File: src/rtl/seg_pkg.sv
// Shared definitions for the seven-segment scan decoder: FSM state
// encoding, SEG bus bit positions and the 16 active-low hex glyphs.
package seg_pkg;

    typedef enum logic [1:0] {
        ST_IDLE    = 2'd0,
        ST_SETTLE  = 2'd1,
        ST_CAPTURE = 2'd2,
        ST_HOLD    = 2'd3
    } scan_state_e;

    localparam int SEG_CA = 0;
    localparam int SEG_CB = 1;
    localparam int SEG_CC = 2;
    localparam int SEG_CD = 3;
    localparam int SEG_CE = 4;
    localparam int SEG_CF = 5;
    localparam int SEG_CG = 6;
    localparam int SEG_DP = 7;

    // Active-low glyphs on SEG[6:0] (bit 0 = segment a ... bit 6 = segment g)
    localparam logic [6:0] GLYPH_0 = 7'h40;
    localparam logic [6:0] GLYPH_1 = 7'h79;
    localparam logic [6:0] GLYPH_2 = 7'h24;
    localparam logic [6:0] GLYPH_3 = 7'h30;
    localparam logic [6:0] GLYPH_4 = 7'h19;
    localparam logic [6:0] GLYPH_5 = 7'h12;
    localparam logic [6:0] GLYPH_6 = 7'h02;
    localparam logic [6:0] GLYPH_7 = 7'h78;
    localparam logic [6:0] GLYPH_8 = 7'h00;
    localparam logic [6:0] GLYPH_9 = 7'h10;
    localparam logic [6:0] GLYPH_A = 7'h08;
    localparam logic [6:0] GLYPH_B = 7'h03;
    localparam logic [6:0] GLYPH_C = 7'h46;
    localparam logic [6:0] GLYPH_D = 7'h21;
    localparam logic [6:0] GLYPH_E = 7'h06;
    localparam logic [6:0] GLYPH_F = 7'h0E;

    // True when exactly one bit of v is set
    function automatic logic onehot8(input logic [7:0] v);
        return (v != 8'h00) && ((v & (v - 8'h01)) == 8'h00);
    endfunction

endpackage

File: src/rtl/seg7_glyph_decode.sv
// Combinational lookup of an active-low seven-segment pattern to a hex
// nibble. Patterns that are not one of the 16 hex glyphs flag invalid
// and return nibble 0.
module seg7_glyph_decode
    import seg_pkg::*;
(
    input  logic [6:0] seg,
    output logic [3:0] nibble,
    output logic       invalid
);

    // Glyph table lookup
    always_comb begin
        nibble  = 4'h0;
        invalid = 1'b0;
        case (seg)
            GLYPH_0: nibble = 4'h0;
            GLYPH_1: nibble = 4'h1;
            GLYPH_2: nibble = 4'h2;
            GLYPH_3: nibble = 4'h3;
            GLYPH_4: nibble = 4'h4;
            GLYPH_5: nibble = 4'h5;
            GLYPH_6: nibble = 4'h6;
            GLYPH_7: nibble = 4'h7;
            GLYPH_8: nibble = 4'h8;
            GLYPH_9: nibble = 4'h9;
            GLYPH_A: nibble = 4'hA;
            GLYPH_B: nibble = 4'hB;
            GLYPH_C: nibble = 4'hC;
            GLYPH_D: nibble = 4'hD;
            GLYPH_E: nibble = 4'hE;
            GLYPH_F: nibble = 4'hF;
            default: begin
                nibble  = 4'h0;
                invalid = 1'b1;
            end
        endcase
    end

endmodule

File: src/rtl/seg_scan_decoder.sv
// Snoops a multiplexed seven-segment display bus (SEG/AN) and rebuilds the
// displayed hex value. A digit is sampled once its anode has been stable
// long enough; a frame is published only when every digit was captured
// with a legal glyph. Define SEG_SCAN_DP_EN to also capture decimal points.
module seg_scan_decoder
    import seg_pkg::*;
#(
    parameter int N_DIGITS      = 8,
    parameter int SETTLE_CYCLES = 4
) (
    input  logic                  clk,
    input  logic                  rst_n,
    input  logic [7:0]            SEG,
    input  logic [7:0]            AN,
    output logic [4*N_DIGITS-1:0] digits,
    output logic [N_DIGITS-1:0]   dp,
    output logic                  frame_valid,
    output logic                  glyph_err,
    output logic                  an_err
);

    localparam logic [2:0]          LAST_IDX     = 3'(N_DIGITS - 1);
    localparam logic [7:0]          SETTLE_LAST  = 8'(SETTLE_CYCLES - 1);
    localparam logic [N_DIGITS-1:0] ALL_CAPTURED = {N_DIGITS{1'b1}};
    localparam logic [N_DIGITS-1:0] NONE_CAPTURED = {N_DIGITS{1'b0}};

    scan_state_e           state_r, state_nxt_s;
    logic [7:0]            cnt_r, cnt_nxt_s;
    logic [7:0]            an_r;
    logic                  an_bad_prev_r;
    logic [7:0]            an_low_s;
    logic [2:0]            an_idx_s;
    logic                  an_valid_s, an_none_s, an_bad_s, an_chg_s;
    logic                  cap_en_s;
    logic [N_DIGITS-1:0]   cap_mask_s;
    logic [3:0]            glyph_nib_s;
    logic                  glyph_bad_s;
    logic [3:0]            shadow_r [N_DIGITS];
    logic [4*N_DIGITS-1:0] shadow_flat_s;
    logic [N_DIGITS-1:0]   captured_r;
    logic                  frame_chk_r;
    logic                  frame_gerr_r;
    logic                  frame_good_s;
    logic [4*N_DIGITS-1:0] digits_r;
    logic                  frame_valid_r;
    logic                  glyph_err_r;
    logic                  an_err_r;

    seg7_glyph_decode u_glyph (
        .seg     (SEG[SEG_CG:SEG_CA]),
        .nibble  (glyph_nib_s),
        .invalid (glyph_bad_s)
    );

    assign an_low_s     = ~AN;
    assign an_none_s    = (an_low_s == 8'h00);
    assign an_valid_s   = onehot8(an_low_s) && (an_idx_s <= LAST_IDX);
    assign an_bad_s     = !an_none_s && !an_valid_s;
    assign an_chg_s     = (AN != an_r);
    assign frame_good_s = (captured_r == ALL_CAPTURED) && !frame_gerr_r;

    // Encode the low anode bit into a digit index and a capture mask
    always_comb begin
        an_idx_s = 3'd0;
        for (int i = 0; i < 8; i++) begin
            if (an_low_s[i]) begin
                an_idx_s = 3'(i);
            end else begin
                an_idx_s = an_idx_s;
            end
        end
        for (int i = 0; i < N_DIGITS; i++) begin
            cap_mask_s[i] = (an_idx_s == 3'(i));
        end
    end

    // Flatten the shadow nibbles into the output bus layout
    always_comb begin
        shadow_flat_s = {(4*N_DIGITS){1'b0}};
        for (int i = 0; i < N_DIGITS; i++) begin
            shadow_flat_s[4*i +: 4] = shadow_r[i];
        end
    end

    // Scan FSM next state and settle counter; an AN change restarts settling
    always_comb begin
        state_nxt_s = state_r;
        cnt_nxt_s   = cnt_r;
        cap_en_s    = 1'b0;
        if (an_bad_s) begin
            state_nxt_s = ST_IDLE;
            cnt_nxt_s   = 8'd0;
        end else begin
            case (state_r)
                ST_IDLE: begin
                    if (an_valid_s) begin
                        state_nxt_s = ST_SETTLE;
                        cnt_nxt_s   = 8'd1;
                    end else begin
                        cnt_nxt_s   = 8'd0;
                    end
                end
                ST_SETTLE, ST_CAPTURE, ST_HOLD: begin
                    if (an_chg_s) begin
                        if (an_valid_s) begin
                            state_nxt_s = ST_SETTLE;
                            cnt_nxt_s   = 8'd1;
                        end else begin
                            state_nxt_s = ST_IDLE;
                            cnt_nxt_s   = 8'd0;
                        end
                    end else if (state_r == ST_SETTLE) begin
                        if (cnt_r >= SETTLE_LAST) begin
                            state_nxt_s = ST_CAPTURE;
                        end else begin
                            cnt_nxt_s   = cnt_r + 8'd1;
                        end
                    end else if (state_r == ST_CAPTURE) begin
                        cap_en_s    = 1'b1;
                        state_nxt_s = ST_HOLD;
                    end else begin
                        state_nxt_s = ST_HOLD;
                    end
                end
                default: begin
                    state_nxt_s = ST_IDLE;
                    cnt_nxt_s   = 8'd0;
                end
            endcase
        end
    end

    // FSM state, settle counter and previous-AN registers
    always_ff @(posedge clk or negedge rst_n) begin
        if (!rst_n) begin
            state_r       <= ST_IDLE;
            cnt_r         <= 8'd0;
            an_r          <= 8'hFF;
            an_bad_prev_r <= 1'b0;
        end else begin
            state_r       <= state_nxt_s;
            cnt_r         <= cnt_nxt_s;
            an_r          <= AN;
            an_bad_prev_r <= an_bad_s;
        end
    end

    // Shadow capture, frame assembly and registered status outputs
    always_ff @(posedge clk or negedge rst_n) begin
        if (!rst_n) begin
            for (int i = 0; i < N_DIGITS; i++) begin
                shadow_r[i] <= 4'h0;
            end
            captured_r    <= NONE_CAPTURED;
            frame_chk_r   <= 1'b0;
            frame_gerr_r  <= 1'b0;
            digits_r      <= {(4*N_DIGITS){1'b0}};
            frame_valid_r <= 1'b0;
            glyph_err_r   <= 1'b0;
            an_err_r      <= 1'b0;
        end else begin
            an_err_r      <= an_bad_s && !an_bad_prev_r;
            frame_chk_r   <= cap_en_s && (an_idx_s == LAST_IDX);
            frame_valid_r <= 1'b0;

            for (int i = 0; i < N_DIGITS; i++) begin
                if (cap_en_s && cap_mask_s[i]) begin
                    shadow_r[i] <= glyph_nib_s;
                end else begin
                    shadow_r[i] <= shadow_r[i];
                end
            end

            if (an_bad_s || frame_chk_r) begin
                captured_r <= NONE_CAPTURED;
            end else if (cap_en_s) begin
                captured_r <= captured_r | cap_mask_s;
            end else begin
                captured_r <= captured_r;
            end

            if (an_bad_s || frame_chk_r) begin
                frame_gerr_r <= 1'b0;
            end else if (cap_en_s && glyph_bad_s) begin
                frame_gerr_r <= 1'b1;
            end else begin
                frame_gerr_r <= frame_gerr_r;
            end

            if (frame_chk_r && frame_good_s) begin
                digits_r      <= shadow_flat_s;
                frame_valid_r <= 1'b1;
                glyph_err_r   <= 1'b0;
            end else if (cap_en_s && glyph_bad_s) begin
                glyph_err_r   <= 1'b1;
            end else begin
                glyph_err_r   <= glyph_err_r;
            end
        end
    end

`ifdef SEG_SCAN_DP_EN
    logic [N_DIGITS-1:0] dp_shadow_r;
    logic [N_DIGITS-1:0] dp_r;

    // Decimal-point shadow and output, published together with the digits
    always_ff @(posedge clk or negedge rst_n) begin
        if (!rst_n) begin
            dp_shadow_r <= NONE_CAPTURED;
            dp_r        <= NONE_CAPTURED;
        end else begin
            for (int i = 0; i < N_DIGITS; i++) begin
                if (cap_en_s && cap_mask_s[i]) begin
                    dp_shadow_r[i] <= ~SEG[SEG_DP];
                end else begin
                    dp_shadow_r[i] <= dp_shadow_r[i];
                end
            end
            if (frame_chk_r && frame_good_s) begin
                dp_r <= dp_shadow_r;
            end else begin
                dp_r <= dp_r;
            end
        end
    end

    assign dp = dp_r;
`else
    logic unused_dp_s;
    assign unused_dp_s = SEG[SEG_DP];
    assign dp          = NONE_CAPTURED;
`endif

    assign digits      = digits_r;
    assign frame_valid = frame_valid_r;
    assign glyph_err   = glyph_err_r;
    assign an_err      = an_err_r;

endmodule

File: config.mk
export PLATFORM = sky130hd
export DESIGN_NAME = seg_scan_decoder
export DESIGN_NICKNAME = d
export VERILOG_FILES = /design/src/rtl/seg_pkg.sv /design/src/rtl/seg7_glyph_decode.sv /design/src/rtl/seg_scan_decoder.sv
export SDC_FILE = /design/constraint.sdc
export NUM_CORES = 1
export LEC_CHECK = 0
export ABC_AREA = 1
export ABC_CLOCK_PERIOD_IN_PS = 2050
export BUFFER_PORTS_ARGS = -buffer_cell sky130_fd_sc_hd__buf_4
export CAP_MARGIN = 20
export CORE_UTILIZATION = 57
export DETAILED_ROUTE_END_ITERATION = 7
export PLACE_DENSITY = 0.84
export SYNTH_ARGS = -nofsm -noshare
export SYNTH_HDL_FRONTEND = slang
export SYNTH_SLANG_ARGS = --single-unit
File: constraint.sdc
create_clock -name clk -period 2.05 [get_ports clk]
set_input_delay 0.3075 -clock clk [delete_from_list [all_inputs] [get_ports clk]]
set_output_delay 0.3075 -clock clk [all_outputs]
set_load 0.005 [all_outputs]
==> results of run 1 <==
[final cells by class]
| class | count | area [sq um] |
|---|---|---|
| timing repair buffer | 64 | 493 |
| fill | 592 | 2170 |
| sequential | 96 | 2410 |
| clock inverter | 6 | 61.3 |
| tap | 99 | 124 |
| clock buffer | 10 | 138 |
| inverter | 54 | 203 |
| multi-input combinational | 400 | 1800 |
[metal layers]
layer	vias up	track usage [%]	share of wire, %
li1	1869	-	-
met1	1779	33.5	46
met2	90	39.6	48
met3	16	4.55	4.0
met4	0	8.60	1.8
met5	-	0	0
[repair_timing]
| action | 4_1_cts | 5_1_grt |
|---|---|---|
| gates resized for setup | 0 | 4 |
| endpoints found under the setup margin | 0 | 26 |
| endpoints found under the hold margin | 31 | 0 |
| hold buffers | 1 | 0 |
| buffers inserted | 0 | 1 |
[worst reg2reg max path, delay by kind of cell, from the launching register on]
family / cells / cell delay (ps)
AO/OA/AOI/OAI: 1 / 80
flip-flops: 1 / 540
buffers and inverters: 1 / 100
AND/OR/NAND/NOR: 9 / 1060
[logic make-up (layout without fill, tap and decap cells)]
kind of cell / after synthesis / in the layout / synth area share (%)
and+or+nand+nor: 323 / 324 / 30.7
other: 1 / 8 / 0.0839
adders and majority gates: 1 / 1 / 0.280
AOI/OAI and AO/OA: 62 / 62 / 7.25
DFF: 96 / 96 / 54.0
xor gates and xnor gates: 5 / 5 / 0.980
buffers and inverters: 70 / 134 / 6.75
[registers in the layout (all words and copies together) (netlist names), 2 cells and up]
| name | count |
|---|---|
| digits | 32 |
| an_r | 8 |
| state_r | 2 |
| shadow_flat_s | 32 |
| cnt_r | 8 |
| captured_r | 8 |
[per-stage QoR]
step                TNS (ps)  cell area (sq um)  std cells  total power, W  worst slack [ps]
CTS                        0               5200        726         0.00335              66.4
finish                     0               5230        729         0.00334               142
global placement           0               4990        709         0.00214              1.06
global route           -45.5               5230        729         0.00347             -17.9
floorplan                  0               4500        565         0.00205               393
detailed placement      -563               4990        709         0.00215              -111
[power groups by stage]
stage | clock network, W | registers, W | logic [W]
final | 0.00123 | 0.00191 | 0.000201
after global routing | 0.00133 | 0.00191 | 0.000228
after CTS | 0.00124 | 0.00191 | 0.000202
after detailed placement | 0 | 0.00195 | 0.000199
after global placement | 0 | 0.00195 | 0.000191
after floorplan | 0 | 0.00195 | 0.000104
[cell usage in the layout, fill, tap and decap left out, types with 2 or more instances in the layout]
master	instances
sky130_fd_sc_hd__nand2_1	217
sky130_fd_sc_hd__dfrtp_1	88
sky130_fd_sc_hd__buf_4	61
sky130_fd_sc_hd__inv_1	50
sky130_fd_sc_hd__nor2_1	47
sky130_fd_sc_hd__o21ai_0	43
sky130_fd_sc_hd__nand3_1	18
sky130_fd_sc_hd__nor3_1	14
sky130_fd_sc_hd__nand4_1	11
sky130_fd_sc_hd__o21ai_1	10
sky130_fd_sc_hd__clkbuf_8	10
sky130_fd_sc_hd__nand2_2	9
sky130_fd_sc_hd__conb_1	8
sky130_fd_sc_hd__dfstp_2	8
sky130_fd_sc_hd__a21oi_1	6
sky130_fd_sc_hd__xnor2_1	5
sky130_fd_sc_hd__inv_2	3
sky130_fd_sc_hd__nor2_8	3
sky130_fd_sc_hd__nor2_4	2
sky130_fd_sc_hd__a21oi_2	2
sky130_fd_sc_hd__inv_6	2
[how the worst min path moves through the flow]
stage | from | to | slack (ps) | depth (start not counted)
2_1_floorplan | rst_n | an_bad_prev_r$_DFF_PN0_ | 10 | 0
3_3_place_gp | rst_n | cnt_r[3]$_DFFE_PN0P_ | 320 | 1
3_5_place_dp | rst_n | digits[30]$_DFFE_PN0P_ | 330 | 1
4_1_cts | AN[0] | an_r[0]$_DFF_PN1_ | 60 | 1
5_1_grt | AN[0] | an_r[0]$_DFF_PN1_ | 50 | 1
6_report | AN[0] | an_r[0]$_DFF_PN1_ | 70 | 1
==> results by group, run 1 <==
Place
  • Sum of net half-perimeters after detailed placement: 6560 um
  • Global placer's final weighted congestion: 0.888
  • Number of buffers added on ports: 51

Logic synthesis
  • Largest cells by area after synthesis: sky130_fd_sc_hd__dfrtp_1 49%, sky130_fd_sc_hd__nand2_1 19%, sky130_fd_sc_hd__o21ai_0 4.8%
  • FF+latch count, synth: 96
  • Cell with the most instances after synthesis: sky130_fd_sc_hd__nand2_1
  • Count of synthesis-stage warnings from yosys: 0
  • Synth top area share: 49.3%
  • EDFF count, synth: 0
  • Post-synth top area cell: sky130_fd_sc_hd__dfrtp_1
  • Cell area after synthesis: 4470 sq um
  • Commonest register cell after synthesis: sky130_fd_sc_hd__dfrtp_1
  • Syn Area/Cell: 8.01 sq um
  • Synth async-reset ratio: 100%
  • Portion of the post-synthesis area used by sequential elements: between 50% and 60%
  • Number of library cell types mapped by synthesis: 28
  • Number of instances in the synthesized netlist: 558
  • Cell types with the highest counts after synthesis: 221 x sky130_fd_sc_hd__nand2_1, 88 x sky130_fd_sc_hd__dfrtp_1, 50 x sky130_fd_sc_hd__inv_1

Floorplanning
  • Die boundary height: 90.6 um
  • IO Count: 61
  • Horizontal extent of the die: 90.6 um
  • Floorplan die area: approximately 8200 sq um
  • Effective utilization at floorplan: 60.3%
  • Area inside the core boundary: around 7400 sq um
  • Total number of placement rows: 31

Timing
  • Highest Clock Rate: between 500 and 600 MHz
  • Post-layout minimum cycle time: 1910 ps
  • Count of pins over their slew limit: 0
  • Total count of hold-check failures in the final report: 0
  • Setup repair after global routing missed its margin: yes
  • Setup violators final: 0
  • Final period utilization: 93.1%
  • Relative max-transition margin: between 30 and 40%
  • Layout Skew: between 9 and 10 ps
  • Worst Hold Margin: 66.0 ps
  • Slew @ Worst Pin: 983 ps

Routing
  • Post-detailed-route count of antenna-violating nets: 0
  • Count of routing violations after the opening detailed-route iteration: 283
  • Detailed-route wire length: between 9000 and 10000 um
  • DR pass1 iterations: 4
  • Ratio of routed vias to standard cells: roughly 5
  • Drt drc: 0
  • Number of vias in the routed layout: 3754
  • Wirelength per Cell: ~13 um

Setup path
  • R2R Path Start: an_r[2]$_DFF_PN1_
  • Library cell appearing most often on the critical path: sky130_fd_sc_hd__nand2_1
  • Path depth of the worst reg2reg path: 11
  • Startpoint kind of the worst setup timing path: register
  • Largest fanout of any net on the critical path: 8
  • Gate family responsible for the most delay along the worst path: simple AND/OR/NAND/NOR gates
  • Chain of cells forming the critical path: nand2_1, nand2_1, nand2_1, nor2_1, nand2_1, inv_1, nand2_2, nor2_8, nand2_1, nand2_1, o21ai_0
  • CP required: approximately 2300 ps
  • CP max stage cell: sky130_fd_sc_hd__dfstp_2
  • Number of stages on the worst setup path: 11
  • Maximum single-stage delay on the critical path: between 500 and 600 ps
  • Worst Path Buf+Inv: 1
  • Capturing element type of the critical path: register
  • Type of the setup path with the least slack: reg2reg
  • Arrival time reported for the critical path endpoint: 2130 ps
  • CP Capture Point: shadow_flat_s[13]$_DFFE_PN0P_
  • Source of the critical timing path: an_r[2]$_DFF_PN1_
  • Reg-to-reg critical path endpoint: shadow_flat_s[13]$_DFFE_PN0P_
  • Worst-case register-to-register setup slack: between 100 and 150 ps

Clock network
  • Worst-skew pair later-pin latency: 370 ps
  • Clock tree root driver cell: sky130_fd_sc_hd__clkbuf_8
  • Buffer levels on the longest clock path: 2
  • Max H-tree Level: 3
  • Number of sinks driven by the clock tree: 96
  • Clock tree from TritonCTS: done
  • Clock Pin Slew Worst Setup and Hold Paths: approximately 100 ps
  • Number of clock buffers inserted by TritonCTS: 9

Power
  • Leak: 2.80 nW
  • Power per unit of standard cell area: 639 nW/um^2
  • Combinational Power Share: 6.0%
  • VDD IR max: 0.000419 V
  • Clock network fraction of total power: 36.8%
  • Power share of the sequential group: 57.2%
  • Net switching share of the total power: 25.9%
  • Design internal power: 0.00248 W
  • Switching power of the nets: 0.000866 W

Global route
  • First-pass GRT wire length: about 16000 um
  • Global route overflow: 0
  • Via count of the first global-routing pass: 3543
  • Initial antenna violation count: 0
  • Overall Global Routing Usage: between 20% and 30%
  • Largest net degree at the start of global routing: 42

Layout
  • Layout cell share with drive strength beyond 1: approximately 17%
  • Net count, final: 644
  • Diode count: 0
  • Core utilization of the finished layout: 70.6%
  • P&R area growth vs syn: 17.1%

Min path
  • Worst hold-check path type: in2reg

Run
  • Total of max-cap violations: 0

Run status
  • Status: finished clean
Note: power is estimated with default switching activity, not from simulation.
==> run 2, diff against run 1 <==
--- a/config.mk
+++ b/config.mk
@@ -11,7 +11,7 @@
 export CAP_MARGIN = 20
 export CORE_UTILIZATION = 57
 export DETAILED_ROUTE_END_ITERATION = 7
-export PLACE_DENSITY = 0.84
+export PLACE_DENSITY = 0.79
 export SYNTH_ARGS = -nofsm -noshare
 export SYNTH_HDL_FRONTEND = slang
 export SYNTH_SLANG_ARGS = --single-unit
==> results by group, run 2 (synthesis results as in run 1) <==
Layout
  • Layout cell share with drive strength beyond 1: 18.5%
  • Net count, final: 646
  • Area of the multi-input gates: 1820 sq um
  • Diode count: 0
  • Final instance count without filler cells: 731
  • P&R area growth vs syn: 17.9%
  • Core utilization of the finished layout: 71.1%
  • # fillers: between 500 and 600
  • Commonest cells after routing, fill and taps aside: 213 x sky130_fd_sc_hd__nand2_1, 88 x sky130_fd_sc_hd__dfrtp_1, 63 x sky130_fd_sc_hd__buf_4
  • Most frequent standard cell in the layout excluding fill and tap cells: sky130_fd_sc_hd__nand2_1
  • Register area: approximately 2400 sq um

Global route
  • Largest net degree at the start of global routing: 42
  • First-pass GRT wire length: 16500 um
  • Overall Global Routing Usage: 24.8%
  • Via count of the first global-routing pass: 3725
  • Initial antenna violation count: 0
  • Global route overflow: 0

Floorplanning
  • Total number of placement rows: 31
  • Die boundary height: between 90 and 100 um
  • IO Count: 61
  • Floorplan die area: 8200 sq um
  • Effective utilization at floorplan: 60.3%
  • Area inside the core boundary: 7410 sq um
  • Horizontal extent of the die: approximately 91 um

Timing
  • Highest Clock Rate: 505 MHz
  • Count of pins over their slew limit: 0
  • Relative max-transition margin: 34.7%
  • Total count of hold-check failures in the final report: 0
  • Slew @ Worst Pin: 972 ps
  • Final period utilization: 96.6%
  • Post-layout minimum cycle time: 1980 ps
  • Setup repair after global routing missed its margin: yes
  • Setup violators final: 0
  • Final TNS setup: 0 ps
  • Layout Skew: between 10 and 15 ps

Setup path
  • Maximum single-stage delay on the critical path: approximately 530 ps
  • Arrival time reported for the critical path endpoint: 2180 ps
  • Library cell appearing most often on the critical path: sky130_fd_sc_hd__nand2_1
  • Type of the setup path with the least slack: reg2reg
  • Chain of cells forming the critical path: xnor2_1, nand2_1, nor2_1, nand2_1, inv_1, nand2_2, nor2_4, nand2_2, nand2_1, o21ai_0
  • Capturing element type of the critical path: register
  • CP max stage cell: sky130_fd_sc_hd__dfstp_2
  • Largest fanout of any net on the critical path: 8
  • Startpoint kind of the worst setup timing path: register
  • CP required: ~2300 ps

Routing
  • Count of routing violations after the opening detailed-route iteration: 263
  • Wirelength per Cell: 12.7 um
  • Post-detailed-route count of antenna-violating nets: 0
  • DR pass1 iterations: 4
  • Number of vias in the routed layout: 3770
  • Ratio of routed vias to standard cells: 5.16
  • Drt drc: 0
  • Detailed-route wire length: 9260 um

Run
  • Total of max-cap violations: 0

Clock network
  • Number of sinks driven by the clock tree: 96
  • Clock tree from TritonCTS: done
  • Worst-skew pair later-pin latency: 360 ps
  • Clock Pin Slew Worst Setup and Hold Paths: 90 ps
  • Buffer levels on the longest clock path: 2
  • Post CTS Setup Buffer Count: 0
  • Clock tree root driver cell: sky130_fd_sc_hd__clkbuf_8
  • Max H-tree Level: 3
  • Number of clock buffers inserted by TritonCTS: 9

Power
  • Total power of the final layout: approximately 0.0034 W
  • Leak: 2.82 nW
  • Power per unit of standard cell area: 643 nW/um^2
  • VDD IR max: approximately 0.00038 V

Place
  • # placed instances: 712
  • Global placer's final weighted congestion: 0.870
  • Sum of net half-perimeters after detailed placement: between 6000 and 7000 um
  • Number of buffers added on ports: 51

Min path
  • Worst hold-check path type: in2reg

Run status
  • Status: finished clean
## run 2: what timing repair did
action | in CTS | in global routing
resized for setup | 0 | 10
hold buffers | 1 | 0
hold endpoints to repair | 39 | 0
setup endpoints to repair | 0 | 32
## run 2: final cells by class
cell class                      instances  share of cell area (%)
Clock buffer                           10                    2.42
Clock inverter                          6                    1.43
Inverter                               54                    3.85
Multi-Input combinational cell        400                    34.5
Sequential cell                        96                    45.8
Tap cell                               99                    2.35
Timing Repair Buffer                   66                    9.64
## run 2: final timing paths
check,from,to,slack (ps),cells past startpoint
max,an_r[1]$_DFF_PN1_,shadow_flat_s[1]$_DFFE_PN0P_,70,10
min,AN[0],an_r[0]$_DFF_PN1_,80,1
max reg2reg,an_r[1]$_DFF_PN1_,shadow_flat_s[1]$_DFFE_PN0P_,70,10
min reg2reg,an_bad_prev_r$_DFF_PN0_,an_err$_DFF_PN0_,410,1
max in group asynchronous,rst_n,an_r[5]$_DFF_PN1_,940,3
min in group asynchronous,rst_n,digits[27]$_DFFE_PN0P_,460,2
## run 2: stage by stage
| step | setup WS, ps | hold slack [ps] | cell area [sq um] |
|---|---|---|---|
| after detailed placement | -168 | 310 | 5010 |
| after global placement | 9.88 | 312 | 5010 |
| after floorplan | 393 | 11.9 | 4500 |
| after CTS | 23.2 | 74.6 | 5230 |
| final | 69.4 | 82.1 | 5270 |
| after global routing | -61.2 | 73.1 | 5270 |
## run 2: critical path, delay by kind of cell, from the launching register on
family | cells | cell delay [ps]
and+or+nand+nor | 7 | 1000
DFF | 1 | 530
buffers and inverters | 1 | 110
xor gates and xnor gates | 1 | 100
AOI/OAI and AO/OA | 1 | 70
## run 2: layer usage
layer / share of wire, % / routed length [um] / up-vias / GRT usage, %
li1: - / - / 1877 / -
met1: 46 / 4220 / 1779 / 33.1
met2: 48 / 4460 / 100 / 41.6
met3: 4.7 / 433 / 14 / 2.69
met4: 1.7 / 155 / 0 / 9.95
met5: 0 / 0 / - / 0
## run 2: report_power, final
part           total (W)  switching [W]  internal, W
Combinational   0.000204       0.000137    0.0000670
Clock            0.00127       0.000691     0.000582
Sequential       0.00191     0.00000426      0.00191
Total            0.00339       0.000832      0.00256
==> run 3, diff against run 2 <==
--- a/config.mk
+++ b/config.mk
@@ -9,9 +9,9 @@
 export ABC_CLOCK_PERIOD_IN_PS = 2050
 export BUFFER_PORTS_ARGS = -buffer_cell sky130_fd_sc_hd__buf_4
 export CAP_MARGIN = 20
-export CORE_UTILIZATION = 57
+export CORE_UTILIZATION = 50
 export DETAILED_ROUTE_END_ITERATION = 7
-export PLACE_DENSITY = 0.79
+export PLACE_DENSITY = 0.71
 export SYNTH_ARGS = -nofsm -noshare
 export SYNTH_HDL_FRONTEND = slang
 export SYNTH_SLANG_ARGS = --single-unit
==> results by group, run 3 (synthesis results as in run 1) <==
Timing
  • Post-layout minimum cycle time: 1860 ps
  • Highest Clock Rate: ~540 MHz
  • Final TNS setup: 0 ps
  • Layout Skew: 14.6 ps
  • Slew @ Worst Pin: 853 ps
  • Relative max-transition margin: 42.7%
  • Total count of hold-check failures in the final report: 0
  • Setup violators final: 0
  • Final period utilization: 90.9%
  • Count of pins over their slew limit: 0

Global route
  • Largest net degree at the start of global routing: 44
  • Most Crowded Layer GR: met2
  • Met1 routing resource usage after global routing: 29.2%
  • Global routing met2 resource utilization: 33.2%
  • Overall Global Routing Usage: between 20% and 30%
  • First-pass GRT wire length: 14900 um
  • Initial antenna violation count: 0
  • Global route overflow: 0
  • Met3 usage: 2.90%
  • Via count of the first global-routing pass: 3271

Power
  • Power per unit of standard cell area: 637 nW/um^2
  • Leak: 2.81 nW
  • VDD IR max: 0.000386 V

Layout
  • Design Area, Final: 5260 sq um
  • Most frequent standard cell in the layout excluding fill and tap cells: sky130_fd_sc_hd__nand2_1
  • Diode count: 0
  • P&R area growth vs syn: 17.6%
  • Register area: 2410 sq um
  • Layout cell share with drive strength beyond 1: a little under a fifth
  • Net count, final: 643
  • Area of the multi-input gates: 1810 sq um
  • Commonest cells after routing, fill and taps aside: 214 x sky130_fd_sc_hd__nand2_1, 88 x sky130_fd_sc_hd__dfrtp_1, 62 x sky130_fd_sc_hd__buf_4
  • # fillers: just under 800

Clock network
  • Clock tree root driver cell: sky130_fd_sc_hd__clkbuf_8
  • Number of sinks driven by the clock tree: 96
  • Clock Pin Slew Worst Setup and Hold Paths: ~100 ps
  • Buffer levels on the longest clock path: 2
  • Worst-skew pair later-pin latency: 370 ps
  • Number of clock buffers inserted by TritonCTS: 9
  • Clock tree from TritonCTS: done
  • Max H-tree Level: 3

Setup path
  • Largest fanout of any net on the critical path: 14
  • Arrival time reported for the critical path endpoint: about 2100 ps
  • Type of the setup path with the least slack: reg2reg
  • Worst Path Buf+Inv: 2
  • Library cell appearing most often on the critical path: sky130_fd_sc_hd__nand2_1
  • Chain of cells forming the critical path: xnor2_1, nand2_1, nor2_2, nand2_1, inv_1, nand2_1, nor2_8, buf_4, nor2_8, nand2_1, o21ai_0
  • Worst-case register-to-register setup slack: around 190 ps
  • CP max stage cell: sky130_fd_sc_hd__dfstp_2
  • Startpoint kind of the worst setup timing path: register
  • Source of the critical timing path: an_r[5]$_DFF_PN1_
  • Capturing element type of the critical path: register
  • R2R Path Start: an_r[5]$_DFF_PN1_
  • Maximum single-stage delay on the critical path: about 540 ps
  • CP required: 2290 ps
  • Gate family responsible for the most delay along the worst path: simple AND/OR/NAND/NOR gates

Routing
  • Number of vias in the routed layout: 3693
  • DR pass1 iterations: 7
  • Ratio of routed vias to standard cells: 5.01
  • Count of routing violations after the opening detailed-route iteration: 177
  • Wirelength per Cell: 12.3 um
  • Drt drc: 1
  • Post-detailed-route count of antenna-violating nets: 0
  • Detailed-route wire length: 9090 um

Place
  • Number of buffers added on ports: 51
  • Global placer's final weighted congestion: 0.896
  • Sum of net half-perimeters after detailed placement: 6400 um
  • Placed Instance Area: 5010 sq um

Floorplanning
  • IO Count: 61
  • Area inside the core boundary: 8680 sq um
  • Total number of placement rows: 34
  • Floorplan die area: 9320 sq um
  • Die boundary height: slightly below 100 um
  • Horizontal extent of the die: slightly below 100 um
  • Effective utilization at floorplan: 51.5%

Run
  • Total of max-cap violations: 0

Run status
  • Violations in the final reports: design-rule violations
  • Status: complete, but fails checks

Min path
  • Worst hold-check path type: in2reg
  • Min-Delay Startpoint: AN[2]
==> run 3: power by group <==
group / leakage (nW) / total [W] / internal, W / switching, W
Combinational: 1.41 / 0.000205 / 0.0000668 / 0.000138
Clock: 0.0982 / 0.00123 / 0.000504 / 0.000725
Sequential: 1.30 / 0.00191 / 0.00191 / 0.00000439
==> run 3: per-layer routing <==
metal | up-vias | wire [um]
li1 | 1868 | -
met1 | 1736 | 4420
met2 | 77 | 4230
met3 | 12 | 300
met4 | 0 | 143
met5 | - | 0
==> run 3: what timing repair did <==
action | CTS | global route
hold buffers | 1 | 0
endpoints found under the hold margin | 32 | 0
buffers inserted | 0 | 1
gates resized for setup | 0 | 10
setup endpoints to repair | 0 | 33
==> run 3: per-stage QoR <==
stage          cells  setup WS (ps)  hold WS [ps]  utilization, %  power [W]
4_1_cts          736           95.7          72.0            60.1    0.00336
3_3_place_gp     718           -167           276            57.6    0.00214
5_1_grt          737          -19.0          69.0            60.6    0.00347
3_5_place_dp     719           57.7           287            57.7    0.00215
6_report         737            187          77.8            60.6    0.00335
2_1_floorplan    565            393          11.9               -    0.00205
==> run 3: area by class of cell <==
cell class,instances,area share (%)
inverter,54,3.86
multi-input combinational,399,34.5
sequential,96,45.9
clock inverter,6,1.17
clock buffer,10,2.62
tap,108,2.57
timing repair buffer,64,9.43
==> run 3: final timing paths <==
path | end | depth (start not counted)
min in group asynchronous | digits[11]$_DFFE_PN0P_ | 2
worst min register to register | an_err$_DFF_PN0_ | 1
worst max-delay path | captured_r[5]$_DFFE_PN0P_ | 11
max in group asynchronous | shadow_flat_s[18]$_DFFE_PN0P_ | 3
worst max register to register | captured_r[5]$_DFFE_PN0P_ | 11
worst min-delay path | an_r[2]$_DFF_PN1_ | 1
==> run 3: worst reg2reg max path: cells and delay by family, from the launching register on <==
| family | cells | cell delay, ps |
|---|---|---|
| and+or+nand+nor | 7 | 780 |
| AOI/OAI and AO/OA | 1 | 80 |
| xor gates and xnor gates | 1 | 110 |
| buffers and inverters | 2 | 250 |
| DFF | 1 | 540 |
